### src/rtl/multicycle_decoder_if.sv
// Bus between the multicycle ARM control unit and its datapath.
// Instruction fields (Op, Funct, Rd) flow from the instruction register
// into the decoder; strobes, mux selects and debug state flow back out.
//   master : datapath side, drives instruction fields, receives controls
//   slave  : decoder side, receives instruction fields, drives controls
interface multicycle_decoder_if;
  logic [1:0] Op;
  logic [5:0] Funct;
  logic [3:0] Rd;
  logic       PCS;
  logic       RegW;
  logic       MemW;
  logic [1:0] FlagW;
  logic       IRWrite;
  logic       NextPC;
  logic       AdrSrc;
  logic       ALUSrcA;
  logic [1:0] ALUSrcB;
  logic [1:0] ResultSrc;
  logic [1:0] ALUControl;
  logic [1:0] ImmSrc;
  logic [1:0] RegSrc;
  logic [3:0] State;

  modport master (
    output Op, Funct, Rd,
    input  PCS, RegW, MemW, FlagW, IRWrite, NextPC, AdrSrc, ALUSrcA,
           ALUSrcB, ResultSrc, ALUControl, ImmSrc, RegSrc, State
  );

  modport slave (
    input  Op, Funct, Rd,
    output PCS, RegW, MemW, FlagW, IRWrite, NextPC, AdrSrc, ALUSrcA,
           ALUSrcB, ResultSrc, ALUControl, ImmSrc, RegSrc, State
  );
endinterface

### src/rtl/multicycle_decoder.sv
// Main control unit of the multicycle ARM datapath. A Moore FSM walks each
// instruction through fetch/decode/execute/memory/writeback; an ALU/flag
// decoder is active in the execute states, and PCS requests a PC write on
// branches or register writes to R15.
// Ports:
//   CLK   : rising-edge clock
//   RESET : asynchronous active-high reset (state -> FETCH, strobes off)
//   bus   : slave side of multicycle_decoder_if (Op/Funct/Rd in; strobes,
//           selects, ALUControl, ImmSrc, RegSrc and State out)
module multicycle_decoder (
  input logic                   CLK,
  input logic                   RESET,
  multicycle_decoder_if.slave   bus
);

  typedef enum logic [3:0] {
    FETCH    = 4'd0,
    DECODE   = 4'd1,
    MEMADR   = 4'd2,
    MEMREAD  = 4'd3,
    MEMWB    = 4'd4,
    MEMWRITE = 4'd5,
    EXECR    = 4'd6,
    EXECI    = 4'd7,
    ALUWB    = 4'd8,
    BRANCH   = 4'd9
  } state_t;

  state_t state;

  logic [3:0] cmd;
  logic       s_bit;
  assign cmd   = bus.Funct[4:1];
  assign s_bit = bus.Funct[0];

  always_ff @(posedge CLK or posedge RESET) begin
    if (RESET) begin
      state <= FETCH;
    end else begin
      case (state)
        FETCH:    state <= DECODE;
        DECODE: begin
          case (bus.Op)
            2'b00:   state <= bus.Funct[5] ? EXECI : EXECR;
            2'b01:   state <= MEMADR;
            2'b10:   state <= BRANCH;
            default: state <= FETCH;
          endcase
        end
        MEMADR:   state <= bus.Funct[0] ? MEMREAD : MEMWRITE;
        MEMREAD:  state <= MEMWB;
        MEMWB:    state <= FETCH;
        MEMWRITE: state <= FETCH;
        EXECR,
        EXECI:    state <= (cmd == 4'b1010) ? FETCH : ALUWB;
        ALUWB:    state <= FETCH;
        BRANCH:   state <= FETCH;
        default:  state <= FETCH;
      endcase
    end
  end

  // Raw Moore strobes before reset gating
  logic       irwrite_m;
  logic       nextpc_m;
  logic       regw_m;
  logic       memw_m;
  logic       branch_m;
  logic       aludec_m;
  logic [1:0] alu_ctl;
  logic [1:0] flagw_dec;

  always_comb begin
    irwrite_m     = 1'b0;
    nextpc_m      = 1'b0;
    regw_m        = 1'b0;
    memw_m        = 1'b0;
    branch_m      = 1'b0;
    aludec_m      = 1'b0;
    bus.AdrSrc    = 1'b0;
    bus.ALUSrcA   = 1'b0;
    bus.ALUSrcB   = 2'b00;
    bus.ResultSrc = 2'b00;
    case (state)
      FETCH: begin
        irwrite_m     = 1'b1;
        nextpc_m      = 1'b1;
        bus.ALUSrcA   = 1'b1;
        bus.ALUSrcB   = 2'b10;
        bus.ResultSrc = 2'b10;
      end
      DECODE: begin
        bus.ALUSrcA   = 1'b1;
        bus.ALUSrcB   = 2'b10;
        bus.ResultSrc = 2'b10;
      end
      MEMADR:   bus.ALUSrcB = 2'b01;
      MEMREAD:  bus.AdrSrc  = 1'b1;
      MEMWRITE: begin
        bus.AdrSrc = 1'b1;
        memw_m     = 1'b1;
      end
      MEMWB: begin
        bus.ResultSrc = 2'b01;
        regw_m        = 1'b1;
      end
      EXECR:    aludec_m = 1'b1;
      EXECI: begin
        bus.ALUSrcB = 2'b01;
        aludec_m    = 1'b1;
      end
      ALUWB:    regw_m = 1'b1;
      BRANCH: begin
        bus.ALUSrcB   = 2'b01;
        bus.ResultSrc = 2'b10;
        branch_m      = 1'b1;
      end
      default: ;
    endcase
  end

  // ALU/flag decode; unrecognised commands fall back to ADD with no flag update
  always_comb begin
    alu_ctl   = 2'b00;
    flagw_dec = 2'b00;
    if (aludec_m) begin
      case (cmd)
        4'b0100: begin alu_ctl = 2'b00; flagw_dec = {s_bit, s_bit}; end
        4'b0010: begin alu_ctl = 2'b01; flagw_dec = {s_bit, s_bit}; end
        4'b0000: begin alu_ctl = 2'b10; flagw_dec = {s_bit, 1'b0};  end
        4'b1100: begin alu_ctl = 2'b11; flagw_dec = {s_bit, 1'b0};  end
        4'b1010: begin alu_ctl = 2'b01; flagw_dec = 2'b11;          end
        default: begin alu_ctl = 2'b00; flagw_dec = 2'b00;          end
      endcase
    end
  end

  // Strobes are masked combinationally so reset silences them immediately
  assign bus.IRWrite    = irwrite_m & ~RESET;
  assign bus.NextPC     = nextpc_m & ~RESET;
  assign bus.RegW       = regw_m & ~RESET;
  assign bus.MemW       = memw_m & ~RESET;
  assign bus.FlagW      = flagw_dec & {2{~RESET}};
  assign bus.PCS        = (branch_m | (regw_m & (bus.Rd == 4'b1111))) & ~RESET;
  assign bus.ALUControl = alu_ctl;
  assign bus.ImmSrc     = bus.Op;
  assign bus.RegSrc     = {bus.Op == 2'b01, bus.Op == 2'b10};
  assign bus.State      = state;

endmodule

### src/flat_wrapper.sv
// flat-port wrapper written by rule: the top's interface ports become plain ports
module multicycle_decoder_flat 
  (CLK, RESET, bus_Op, bus_Funct, bus_Rd, bus_PCS, bus_RegW, bus_MemW, bus_FlagW, bus_IRWrite, bus_NextPC, bus_AdrSrc, bus_ALUSrcA, bus_ALUSrcB, bus_ResultSrc, bus_ALUControl, bus_ImmSrc, bus_RegSrc, bus_State);
  multicycle_decoder_if bus_i ();
  input logic CLK;
  input logic RESET;
  input wire logic [$bits(bus_i.Op)-1:0] bus_Op;
  input wire logic [$bits(bus_i.Funct)-1:0] bus_Funct;
  input wire logic [$bits(bus_i.Rd)-1:0] bus_Rd;
  output wire logic [$bits(bus_i.PCS)-1:0] bus_PCS;
  output wire logic [$bits(bus_i.RegW)-1:0] bus_RegW;
  output wire logic [$bits(bus_i.MemW)-1:0] bus_MemW;
  output wire logic [$bits(bus_i.FlagW)-1:0] bus_FlagW;
  output wire logic [$bits(bus_i.IRWrite)-1:0] bus_IRWrite;
  output wire logic [$bits(bus_i.NextPC)-1:0] bus_NextPC;
  output wire logic [$bits(bus_i.AdrSrc)-1:0] bus_AdrSrc;
  output wire logic [$bits(bus_i.ALUSrcA)-1:0] bus_ALUSrcA;
  output wire logic [$bits(bus_i.ALUSrcB)-1:0] bus_ALUSrcB;
  output wire logic [$bits(bus_i.ResultSrc)-1:0] bus_ResultSrc;
  output wire logic [$bits(bus_i.ALUControl)-1:0] bus_ALUControl;
  output wire logic [$bits(bus_i.ImmSrc)-1:0] bus_ImmSrc;
  output wire logic [$bits(bus_i.RegSrc)-1:0] bus_RegSrc;
  output wire logic [$bits(bus_i.State)-1:0] bus_State;
  assign bus_i.Op = bus_Op;
  assign bus_i.Funct = bus_Funct;
  assign bus_i.Rd = bus_Rd;
  assign bus_PCS = bus_i.PCS;
  assign bus_RegW = bus_i.RegW;
  assign bus_MemW = bus_i.MemW;
  assign bus_FlagW = bus_i.FlagW;
  assign bus_IRWrite = bus_i.IRWrite;
  assign bus_NextPC = bus_i.NextPC;
  assign bus_AdrSrc = bus_i.AdrSrc;
  assign bus_ALUSrcA = bus_i.ALUSrcA;
  assign bus_ALUSrcB = bus_i.ALUSrcB;
  assign bus_ResultSrc = bus_i.ResultSrc;
  assign bus_ALUControl = bus_i.ALUControl;
  assign bus_ImmSrc = bus_i.ImmSrc;
  assign bus_RegSrc = bus_i.RegSrc;
  assign bus_State = bus_i.State;
  multicycle_decoder u_core (.CLK(CLK), .RESET(RESET), .bus(bus_i));
endmodule
### config.mk
export PLATFORM = sky130hd
export DESIGN_NAME = multicycle_decoder_flat
export DESIGN_NICKNAME = d
export VERILOG_FILES = /design/src/rtl/multicycle_decoder_if.sv /design/src/rtl/multicycle_decoder.sv /design/src/flat_wrapper.sv
export SDC_FILE = /design/constraint.sdc
export NUM_CORES = 1
export LEC_CHECK = 0
export CORE_MARGIN = 2
export CORE_UTILIZATION = 34
export DETAILED_ROUTE_END_ITERATION = 10
export GPL_ROUTABILITY_DRIVEN = 1
export MAX_ROUTING_LAYER = met4
export PLACE_DENSITY = 0.88
export SYNTH_ARGS = -nofsm -noshare
export SYNTH_HDL_FRONTEND = slang
export SYNTH_SLANG_ARGS = --single-unit
export TNS_END_PERCENT = 20
### constraint.sdc
create_clock -name CLK -period 2.55 [get_ports CLK]
set_input_delay 0.3825 -clock CLK [delete_from_list [all_inputs] [get_ports CLK]]
set_output_delay 0.3825 -clock CLK [all_outputs]
set_load 0.03 [all_outputs]
==> summary.md, run 1 <==
| Metric | Value |
|---|---|
| Drt initial violations | `12` |
| Layout cell share with drive strength beyond 1 | `0.103` |
| Routed WL per cell | `12.7 um` |
| Number of flip-flops in the largest register | `4` |
| Core box area | `1280 um^2` |
| Total track usage | `0.200` |
| Max incr delay on CP | `0.68 ns` |
| Initial antenna violation count | `0` |
| Clk slew on worst S/H paths | `0.04 ns` |
| Final setup violation count | `0` |
| Critical path data required time | `2.17 ns` |
| Avg Vias per Cell | `5.37` |
| Synth-to-layout area growth | `82.6%` |
| Peak supply drop | `0.523 mV` |
| Fin nets | `113` |
| RSZ-0062 raised after global routing | `no` |
| Die extent in x | `41.1 um` |
| YS warnings | `0` |
| Fill cells | `114` |
| # DRC | `0` |
| PortBufs | `36` |
| Pre-CTS WS | `0.0575 ns` |
| Slowest CP cell | `clkdlybuf4s50_1` |
| Cell family with most CP delay | `buffers and inverters` |
| Period utilization | `0.960` |
| Share of synthesized registers carrying an async set or reset | `1.00` |
| Synth Area in Simple Gates | `0.362` |
| Via Count | `601` |
| Pins Over Slew Limit | `0` |
| Xor/xnor cell area share of the yosys netlist | `0.0563` |
| Antenna Cells | `0` |
| Number of global-route vias before repair | `513` |
| Setup crit end kind | `primary output` |
| Distinct cells, synth | `30` |
| WP buf/inv | `1` |
| Max-Cap Viols | `0` |
| Hold crit path type | `flop to flop` |
| Drt first pass iters | `4` |
| GP Congestion | `0.740` |
| Hpwl dp | `1.16 mm` |
| Final Non-Filler Cells | `112` |
| CTS H-tree lvls | `1` |
| Setup WS post-layout | `0.102 ns` |
| Tmin final | `2.45 ns` |
| Worst-Margin Slew | `0.397 ns` |
| Most common cell in the netlist | `nor2_1` |
| Pin count of the biggest net entering global routing | `15` |
| CTS root buf | `clkbuf_4` |
| Largest cells by area after synthesis | `dfrtp_1 21%, nand2b_1 9.4%, nor2_1 7.2%` |
| Post-synthesis sequential area ratio | `0.214` |
| Cells after synthesis | `62` |
| DRT Wirelength | `1.42 mm` |
| Top cell type's share of synthesized area | `0.214` |
| Final antenna-violating net count | `0` |
| Critical path class | `flop to primary output` |
| Clock sink count | `4` |
| PD cells | `978 nW/um^2` |
| CP cell instances | `nand2b_1 -> or3b_4 -> a21oi_1 -> clkdlybuf4s50_1` |
| Number of buffers created by CTS | `3` |
| Placed insts | `109` |
| Post-synthesis compound-gate area fraction | `0.257` |
| Syn Std Cell Area | `467 um^2` |
| Multiplexer share of the synthesized area | `0` |
| Most common library cells after synthesis | `9 x nor2_1, 7 x nand2b_1, 4 x dfrtp_1, 4 x nor3_1` |
| First-pass GRT wire length | `2.09 mm` |
| Synth Register Bits | `4` |
| Rows | `13` |
| Syn_area_per_cell | `7.53 um^2` |
| CTS tree | `done` |
| Final Hold Viols | `0` |
| Status | `finished, final reports clean` |
| Area leader, netlist | `dfrtp_1` |
| Top_reg_cell synth | `dfrtp_1` |
| Post-synth EDFFs | `0` |
| Die Span Y | `41.1 um` |
| Later-pin clock latency in the skew report | `0.24 ns` |
| CTS Buffer Depth | `2` |
| P_leak | `0.350 nW` |
| Hold slack | `0.549 ns` |
| Adder-cell share of the synthesized area | `0` |
| Post-synthesis net count | `76` |
| Cts hold-fix bufs | `0` |
| Die Area | `1690 um^2` |
| WP data arrival | `2.07 ns` |
| CP Launch Type | `flop` |
| FMAX | `0.409 GHz` |
| Main combinational cell family by area after synthesis | `simple AND/OR/NAND/NOR gates` |
| CP max FO | `8` |
| Grt ovf | `0` |
| Starting Density | `0.363` |
| I/O pins | `37` |
| Relative slew margins | `0.735` |
| Final Skew | `0.00468 ns` |
cell usage in the layout (no fill, tap or decap), types with 2 or more instances in the layout:
cell | netlist | final
a21oi_1 | 3 | 3
buf_4 | 3 | 5
clkbuf_4 | 0 | 3
clkdlybuf4s50_1 | 0 | 32
dfrtp_1 | 4 | 4
dlymetal6s2s_1 | 0 | 2
inv_1 | 3 | 3
nand2b_1 | 7 | 7
nor2_1 | 9 | 9
nor2b_1 | 3 | 3
nor3_1 | 4 | 4
o21ai_0 | 2 | 2
xor2_1 | 2 | 2
worst reg2reg max path: stages, from the launching register on:
cell and delay [ns]:
dfrtp_1 0.51, nand2b_1 0.23, a22oi_1 0.19, nor2_1 0.06
layer usage:
layer / share of wire / global-route usage / vias to the layer above
met2: 0.51 / 0.293 / 24
met3: 0.051 / 0.0489 / 5
met4: 0.018 / 0.125 / 0
met1: 0.42 / 0.244 / 280
met5: 0 / - / -
li1: - / - / 292
what timing repair did:
item,4_1_cts,5_1_grt
setup buffers,0,0
endpoints found under the setup margin,0,2
gates resized for setup,0,2
hold endpoints to repair,0,0
cell families (layout without fill, tap and decap cells):
kind of cell / count (synthesis) / after routing
and+or+nand+nor: 30 / 30
DFF: 4 / 4
xor gates and xnor gates: 3 / 3
AOI/OAI and AO/OA: 15 / 15
buffers and inverters: 10 / 45
worst paths after layout:
| kind | startpoint | endpoint | slack (ns) | depth (start not counted) |
|---|---|---|---|---|
| setup / recovery | u_core.bus.State[3] | bus_ALUControl[0] | 0.10 | 4 |
| min in group asynchronous | RESET | u_core.bus.State[1] | 0.65 | 3 |
| max in group asynchronous | RESET | u_core.bus.State[2] | 1.75 | 3 |
| hold / removal | u_core.bus.State[3] | u_core.bus.State[3] | 0.55 | 1 |
| setup reg to reg | u_core.bus.State[0] | u_core.bus.State[2] | 1.44 | 3 |
| hold reg to reg | u_core.bus.State[3] | u_core.bus.State[3] | 0.55 | 1 |
power breakdown:
part	total (W)	switching, W	internal, W
Sequential	0.000141	0.0000542	0.0000871
Clock	0.0000778	0.0000252	0.0000525
Combinational	0.000614	0.000350	0.000265
layout make-up:
cell class	count	area (um^2)	share of cell area
timing repair buffer	39	383	0.449
multi-input combinational	48	317	0.372
sequential	4	100	0.117
clock buffer	3	22.5	0.0264
tap	15	18.8	0.0220
inverter	3	11.3	0.0132
per-stage QoR:
| stage | setup TNS (ns) | instance area [um^2] | util | total power, W |
|---|---|---|---|---|
| final | 0 | 852 | 0.663 | 0.000833 |
| after global routing | 0 | 852 | 0.663 | 0.000891 |
| after CTS | 0 | 847 | 0.659 | 0.000842 |
| after detailed placement | 0 | 825 | 0.642 | 0.000757 |
| after global placement | 0 | 825 | 0.642 | 0.000749 |
| after floorplan | -0.148 | 468 | - | 0.000523 |
(Power assumes the default switching activity.)
==> run 2, diff against run 1 <==
Settings changed: GPL_TIMING_DRIVEN set to 1.
==> results of run 2 <==
Final layout, timing and power as in run 1 (identical DEF).
